**src/rtl/fpu_op_arbiter.sv**
```systemverilog
// rtl/fpu_op_arbiter.sv - round-robin arbiter sharing one non-pipelined FPU core between two requesters
//
// Purpose:
//   Accepts fpu_instruction_t packets from two requesters over valid/ready,
//   grants one at a time (round-robin), starts the core with a one-cycle
//   pulse, waits for core_done and returns the result tagged with the
//   requester id. Exactly one operation is outstanding at any time.
//
// Instruction packing (69 bits): {fpu_op[68:66], rmode[65:64], opa[63:32], opb[31:0]}
//   fpu_op 0..3 are legal; 4..7 are answered directly with resp_err=1 and a quiet NaN.
//
// Ports:
//   clk, rst_n              clock (rising edge), asynchronous active-low reset
//   req_valid[1:0]          per-requester instruction valid
//   req_ready[1:0]          per-requester accept, at most one bit high, only in IDLE
//   req_instr0/1[68:0]      instruction from requester 0 / 1
//   core_start              one-cycle pulse that starts the core
//   core_instr[68:0]        latched instruction, stable from start until done
//   core_done, core_result  core result strobe and 32-bit result
//   resp_valid/resp_ready   response handshake
//   resp_id, resp_result    owning requester and result
//   resp_err                illegal opcode (or watchdog timeout)
//   busy                    high whenever the state is not IDLE
//
// Optional feature: define FPU_TIMEOUT_EN to enable the core_start->core_done
//   watchdog (TIMEOUT_CYCLES, CNT_W). Without it WAIT lasts until core_done.

module fpu_op_arbiter #(
  parameter int TIMEOUT_CYCLES = 64,
  parameter int CNT_W          = 7
) (
  input  logic        clk,
  input  logic        rst_n,
  input  logic [1:0]  req_valid,
  output logic [1:0]  req_ready,
  input  logic [68:0] req_instr0,
  input  logic [68:0] req_instr1,
  output logic        core_start,
  output logic [68:0] core_instr,
  input  logic        core_done,
  input  logic [31:0] core_result,
  output logic        resp_valid,
  input  logic        resp_ready,
  output logic        resp_id,
  output logic [31:0] resp_result,
  output logic        resp_err,
  output logic        busy
);

  localparam logic [31:0] QNAN = 32'h7FC00000;

  // The watchdog needs room to count and a WAIT phase of at least one cycle.
  if ((1 << CNT_W) <= TIMEOUT_CYCLES || TIMEOUT_CYCLES < 2) begin : g_bad_params
    $error("fpu_op_arbiter: need 2**CNT_W > TIMEOUT_CYCLES >= 2");
  end

  typedef enum logic [1:0] {IDLE, ISSUE, WAIT, RESP} state_e;

  state_e      state_q, state_d;
  logic        rr_ptr_q, rr_ptr_d;
  logic        id_q, id_d;
  logic [68:0] instr_q, instr_d;
  logic [31:0] result_q, result_d;
  logic        err_q, err_d;

  logic        grant_vld;
  logic        grant_id;
  logic [68:0] grant_instr;
  logic        grant_illegal;
  logic        req_hs;
  logic        timeout;

  // Preferred requester wins if it is asking; otherwise the other one.
  always_comb begin
    grant_vld     = req_valid[rr_ptr_q] | req_valid[~rr_ptr_q];
    grant_id      = req_valid[rr_ptr_q] ? rr_ptr_q : ~rr_ptr_q;
    grant_instr   = grant_id ? req_instr1 : req_instr0;
    grant_illegal = grant_instr[68];
    req_hs        = (state_q == IDLE) && grant_vld;
  end

`ifdef FPU_TIMEOUT_EN
  logic [CNT_W-1:0] cnt_q, cnt_d;

  always_comb begin
    cnt_d = cnt_q;
    if (state_q == ISSUE) begin
      cnt_d = '0;
    end else if (state_q == WAIT) begin
      cnt_d = cnt_q + 1'b1;
    end
  end

  // cnt_q counts WAIT cycles already spent; the WAIT cycle with
  // cnt_q == TIMEOUT_CYCLES-2 is the last one, so the error response appears
  // exactly TIMEOUT_CYCLES cycles after the core_start cycle. A done arriving
  // in that last cycle still wins; anything later lands in RESP and is ignored.
  assign timeout = (state_q == WAIT) && !core_done &&
                   (cnt_q == CNT_W'(TIMEOUT_CYCLES - 2));

  always_ff @(posedge clk or negedge rst_n) begin
    if (!rst_n) begin
      cnt_q <= '0;
    end else begin
      cnt_q <= cnt_d;
    end
  end
`else
  assign timeout = 1'b0;
`endif

  // State register and datapath flops.
  always_ff @(posedge clk or negedge rst_n) begin
    if (!rst_n) begin
      state_q  <= IDLE;
      rr_ptr_q <= 1'b0;
      id_q     <= 1'b0;
      instr_q  <= '0;
      result_q <= '0;
      err_q    <= 1'b0;
    end else begin
      state_q  <= state_d;
      rr_ptr_q <= rr_ptr_d;
      id_q     <= id_d;
      instr_q  <= instr_d;
      result_q <= result_d;
      err_q    <= err_d;
    end
  end

  // Next-state logic.
  always_comb begin
    state_d = state_q;
    case (state_q)
      IDLE:    if (req_hs) state_d = grant_illegal ? RESP : ISSUE;
      ISSUE:   state_d = WAIT;
      WAIT:    if (core_done || timeout) state_d = RESP;
      RESP:    if (resp_ready) state_d = IDLE;
      default: state_d = IDLE;
    endcase
  end

  // Datapath next values.
  always_comb begin
    rr_ptr_d = rr_ptr_q;
    id_d     = id_q;
    instr_d  = instr_q;
    result_d = result_q;
    err_d    = err_q;
    case (state_q)
      IDLE: begin
        if (req_hs) begin
          id_d    = grant_id;
          instr_d = grant_instr;
          err_d   = grant_illegal;
          if (grant_illegal) result_d = QNAN;
        end
      end
      WAIT: begin
        if (core_done) begin
          result_d = core_result;
          err_d    = 1'b0;
        end else if (timeout) begin
          result_d = QNAN;
          err_d    = 1'b1;
        end
      end
      RESP: begin
        // Pointer moves only on a completed response, illegal ones included.
        if (resp_ready) rr_ptr_d = ~id_q;
      end
      default: ;
    endcase
  end

  // Outputs. req_ready is gated by rst_n so every output is low during reset.
  always_comb begin
    req_ready  = 2'b00;
    core_start = 1'b0;
    resp_valid = 1'b0;
    busy       = (state_q != IDLE);
    case (state_q)
      IDLE:    if (rst_n && grant_vld) req_ready = grant_id ? 2'b10 : 2'b01;
      ISSUE:   core_start = 1'b1;
      RESP:    resp_valid = 1'b1;
      default: ;
    endcase
  end

  assign core_instr  = instr_q;
  assign resp_id     = id_q;
  assign resp_result = result_q;
  assign resp_err    = err_q;

endmodule

```
**config.mk**
```make
export PLATFORM = sky130hd
export DESIGN_NAME = fpu_op_arbiter
export DESIGN_NICKNAME = d
export VERILOG_FILES = /design/src/rtl/fpu_op_arbiter.sv
export SDC_FILE = /design/constraint.sdc
export NUM_CORES = 1
export LEC_CHECK = 0
export CAP_MARGIN = 25
export CORE_MARGIN = 1
export CORE_UTILIZATION = 36
export DETAILED_ROUTE_END_ITERATION = 7
export PLACE_DENSITY = 0.76
export SYNTH_ARGS = -nofsm -noshare
export SYNTH_HDL_FRONTEND = slang
export SYNTH_SLANG_ARGS = --single-unit
```
**constraint.sdc**
```tcl
create_clock -name clk -period 2.43 [get_ports clk]
set_input_delay 0.3645 -clock clk [delete_from_list [all_inputs] [get_ports clk]]
set_output_delay 0.3645 -clock clk [all_outputs]
set_load 0.01 [all_outputs]
```
# == Word level (Yosys, flattened, before mapping) ==
# Index checks and enable logic that the tools add are counted.
# word_totals
regBits,106
input_bits,176
mem_bits_ro,0
mem_bits_rw,0
wordCells,51
n_memories,0
latchBits,0
output_inout_bits,108
# op_classes
muxes,23
n_eq_ne,7
div,0
n_lt_le_gt_ge,2
shifts,0
n_reduce_logical,10
add_sub_neg,0
multipliers,0
n_bitwise,3
# op_table
op,count
2-to-1 mux 32 bit,3
2-to-1 mux 69 bit,1
one-hot mux 32 bit (2 select lines),1
2-to-1 mux 2 bit,7
2-to-1 mux 1 bit,9
"!= test 2 bit, second input constant",4
one-hot mux 2 bit (4 select lines),1
AND reduction 3 bit,2
"equality test 2 bit, second input constant",2
"< comparator 1 x 2 -> 1 bit, second input constant",2
AND reduction 2 bit,2
AND reduction 4 bit,1
nonzero test 2 bit,2
"equality test 2 x 1 -> 1 bit, second input constant",1
logical AND 1 bit,2
logical NOT 2 bit,1
NOT 1 bit,2
one-hot mux 1 bit (2 select lines),1
OR 1 bit,1

# == Depth between registers and ports, before layout ==
# depth
depth_word,7
mapped_depth,9
ltp_nobuf,6

# == Worst setup path before layout ==
# Ideal clock, no wire load.
# synth_path
kind,flip-flop to output port
from,reg state_q[0]
to,out req_ready[1]
t_arrival_ps,1739
path_slack_ps,326
required_time_ps,2066
stages_incl_launch_ff,9
cell_sequence,dfrtp_1 inv_1 ha_1 buf_4 and3_1 clkbuf_1 buf_2 clkbuf_1 and2_1
# synth_between
elab_chain_len,2
# synth_rtl
item,line_no,text
from (decl),59,"state_e state_q, state_d;"
from (signal assigned),122,state_q <= state_d;
logical NOT 2 bit,182,case (state_q)
2-to-1 mux 2 bit,182,
to (decl),35,"output logic [1:0] req_ready,"
# No other way between the ends.

# == Final worst setup path ==
# Same ends and word-level chain as after synthesis.

==> impl_metrics.toml <==
[synthesis]
ys_warn_count = 0
netlist_area_um2 = 4320
synth.yosys.seq_area_share_pct = 61.4
synth.net_count = 531
synth.distinct_cells = 30
synth_seq_cells = 106
avgSynthCellArea_um2 = 12.3
synth_area_leaders = "dfrtp_1, a222oi_1, inv_1, a22o_1, clkbuf_1"
synth_top_area_share_pct = 61.4
synth_area_leader_cell = "dfrtp_1"
syn_inst = 350

[layout]
fin_nets = 803
drive_gt1_share_pct = 5.10
fillerInstances = 891
area_growth_pct = 75.4
final_area_um2 = 7580
final_cell_mix = "clkdlybuf4s50_1, dfrtp_1, inv_1"
n_antenna_cell = 0
seqCellArea_um2 = 2650
layout_commonest_cell = "clkdlybuf4s50_1"
multi_input_area_um2 = 1290

[setup_path]
crit_path_max_fanout = 8
crit_chain = "inv_2, ha_4, and3_2, and2_1, clkdlybuf4s50_1"
critPathSlowestCell = "clkdlybuf4s50_1"
end_kind = "primary output"
ff2ff_path_depth = 6
path_class = "reg2out"
critPathRequiredTime_ps = 2070
crit_arrival_ps = 1960
critPathLaunchType = "flip-flop"
reg2reg_from = "state_q[0]$_DFFE_PN0P_"
r2r_slack_ps = 230
r2r-end = "resp_result[30]$_DFFE_PN0P_"
critical_path.max_stage_delay_ps = 550

[clock_network]
postCtsHoldBufs = 0
cts_max_level = 3
cts_tree = "done"
cts-root-buf = "clkbuf_16"
clkLatencyLatePin_ps = 350
clock-sinks = 106
clkSlewWorstSetupHoldPaths_ps = 60
clock_path_buffers = 2
numCtsBuffers = 9

[die]
die_y_um = 112
die-width_um = 112
io-pin-count = 284
die_area_um2 = 12400
placementRows = 39
coreArea_um2 = 11600
start_util_pct = 37.3

[place]
place_hpwl_um = 11000
placed_area_um2 = 7280
gp_congestion = 0.802
portBuffers = 283

[run_status]
failed_checks = "DRC"
status = "complete, but fails checks"

[sta]
fin_worst_skew_ps = 5.02
tns_ps = 0
post-route-min-period_ps = 2320
worst_pin_slew_ps = 895
finalHoldViolations = 0
setup_viol = 0
finalMaxSlewViolations = 0
fin_crit_sh_pct = 95.5
timing.slew.headroom_pct = 40.3
fmax_mhz = 431
rsz0062_at_grt = "no"

[pwr]
ir_drop_mv = 0.669
power_density_nw_per_um2 = 1140
p_leak_nw = 3.44

[min_path]
hp-class = "in2async"

[global_route]
grt_overflow_total = 0
grt_pass1_wl_um = 23400
grt_pass1_vias = 4269
track_usage_pct = 24.8
grt_max_degree = 70
antenna_found_initial = 0

[drt]
dr.pass1.iters = 8
ant_nets = 0
num_vias = 4224
wl_um = 15200
drc = 22
vias_per_cell = 5.49
wl_per_cell_um = 19.7
drt_iter0_markers = 606

[flow_run]
drv_cap = 0
kinds of logic (layout without fill, tap and decap cells):
kind of cell	after synthesis	count (layout)	share of synthesized area (%)
AOI/OAI and AO/OA	114	114	24.3
adders and majority gates	5	5	1.45
buffers and inverters	102	379	9.56
DFF	106	106	61.4
muxes	2	2	0.464
and+or+nand+nor	21	21	2.84
worst max-delay path by stage:
stage                           startpoint                          end  slack [ps]  cells past startpoint
finish              state_q[0]$_DFFE_PN0P_                 req_ready[1]         110                      5
detailed placement            req_valid[1]  resp_result[29]$_DFFE_PN0P_           4                      5
global placement              req_valid[1]  resp_result[29]$_DFFE_PN0P_         120                      5
CTS                 state_q[1]$_DFFE_PN0P_                 req_ready[0]          30                      6
global route        state_q[0]$_DFFE_PN0P_                 req_ready[1]          30                      5
floorplan           state_q[0]$_DFFE_PN0P_                 req_ready[1]         330                      8
power by group:
part	switching (W)	internal [W]	total [W]
clock	0.000629	0.000750	0.00138
sequential	0.000453	0.00249	0.00294
combinational	0.00197	0.00236	0.00433
total	0.00305	0.00559	0.00865
timing repair:
action / in CTS / in global routing
resized for setup: 3 / 2
buffers inserted: 0 / 0
setup endpoints to repair: 2 / 1
flip-flops by register name, indices dropped and copies added (netlist names):
register,flops
core_instr,69
resp_err,1
resp_id,1
resp_result,32
rr_ptr_q,1
state_q,2
critical path, delay by kind of cell (launching register included):
family	cells	cell delay, ps
adder cells (fa/ha/maj)	1	200
buffers and inverters	2	670
flip-flops	1	420
AND/OR/NAND/NOR	2	320
per-layer routing:
metal  global-route usage, %  share of wire, %  vias to the layer above
met1                    28.1                37                     2076
met5                       0                 0                        -
li1                        -                 -                     1877
met2                    43.5                52                      254
met4                    7.21               1.5                        0
met3                    9.47               9.8                       17
layout make-up:
class / instances / area share [%]
repair buffers: 290 / 38.2
flip-flops and latches: 106 / 35.0
multi-input cells: 142 / 17.0
inverters: 73 / 3.62
clock buffers: 12 / 3.39
well taps: 143 / 2.36
clock inverters: 4 / 0.347
stage by stage:
step           util, %  setup slack [ps]  power [W]  hold slack, ps  cells
2_1_floorplan        -               326    0.00497            68.9    350
3_5_place_dp      62.9              3.64    0.00726             470    754
5_1_grt           65.5              28.6    0.00916             340    770
3_3_place_gp      62.9               122    0.00710             467    754
4_1_cts           65.5              25.4    0.00871             293    770
6_report          65.5               109    0.00865             262    770
cells in the mapped netlist (all sizes together):
| cell | n |
|---|---|
| dfrtp | 106 |
| inv | 73 |
| a222oi | 68 |
| a22o | 23 |
| clkbuf | 22 |
| o22a | 9 |
| buf | 7 |
| ha | 5 |
| nand2 | 5 |
| o21ai | 5 |
| nor2b | 4 |
| a21oi | 3 |
| a211o | 2 |
| and2 | 2 |
| and3 | 2 |
| mux2i | 2 |
| nand2b | 2 |
| nor2 | 2 |
| a211oi | 1 |
| a221oi | 1 |
| a31oi | 1 |
| and4 | 1 |
| nand3 | 1 |
| nand4 | 1 |
| o31ai | 1 |
| or4 | 1 |
No activity file was read; power rests on OpenSTA's default activity.
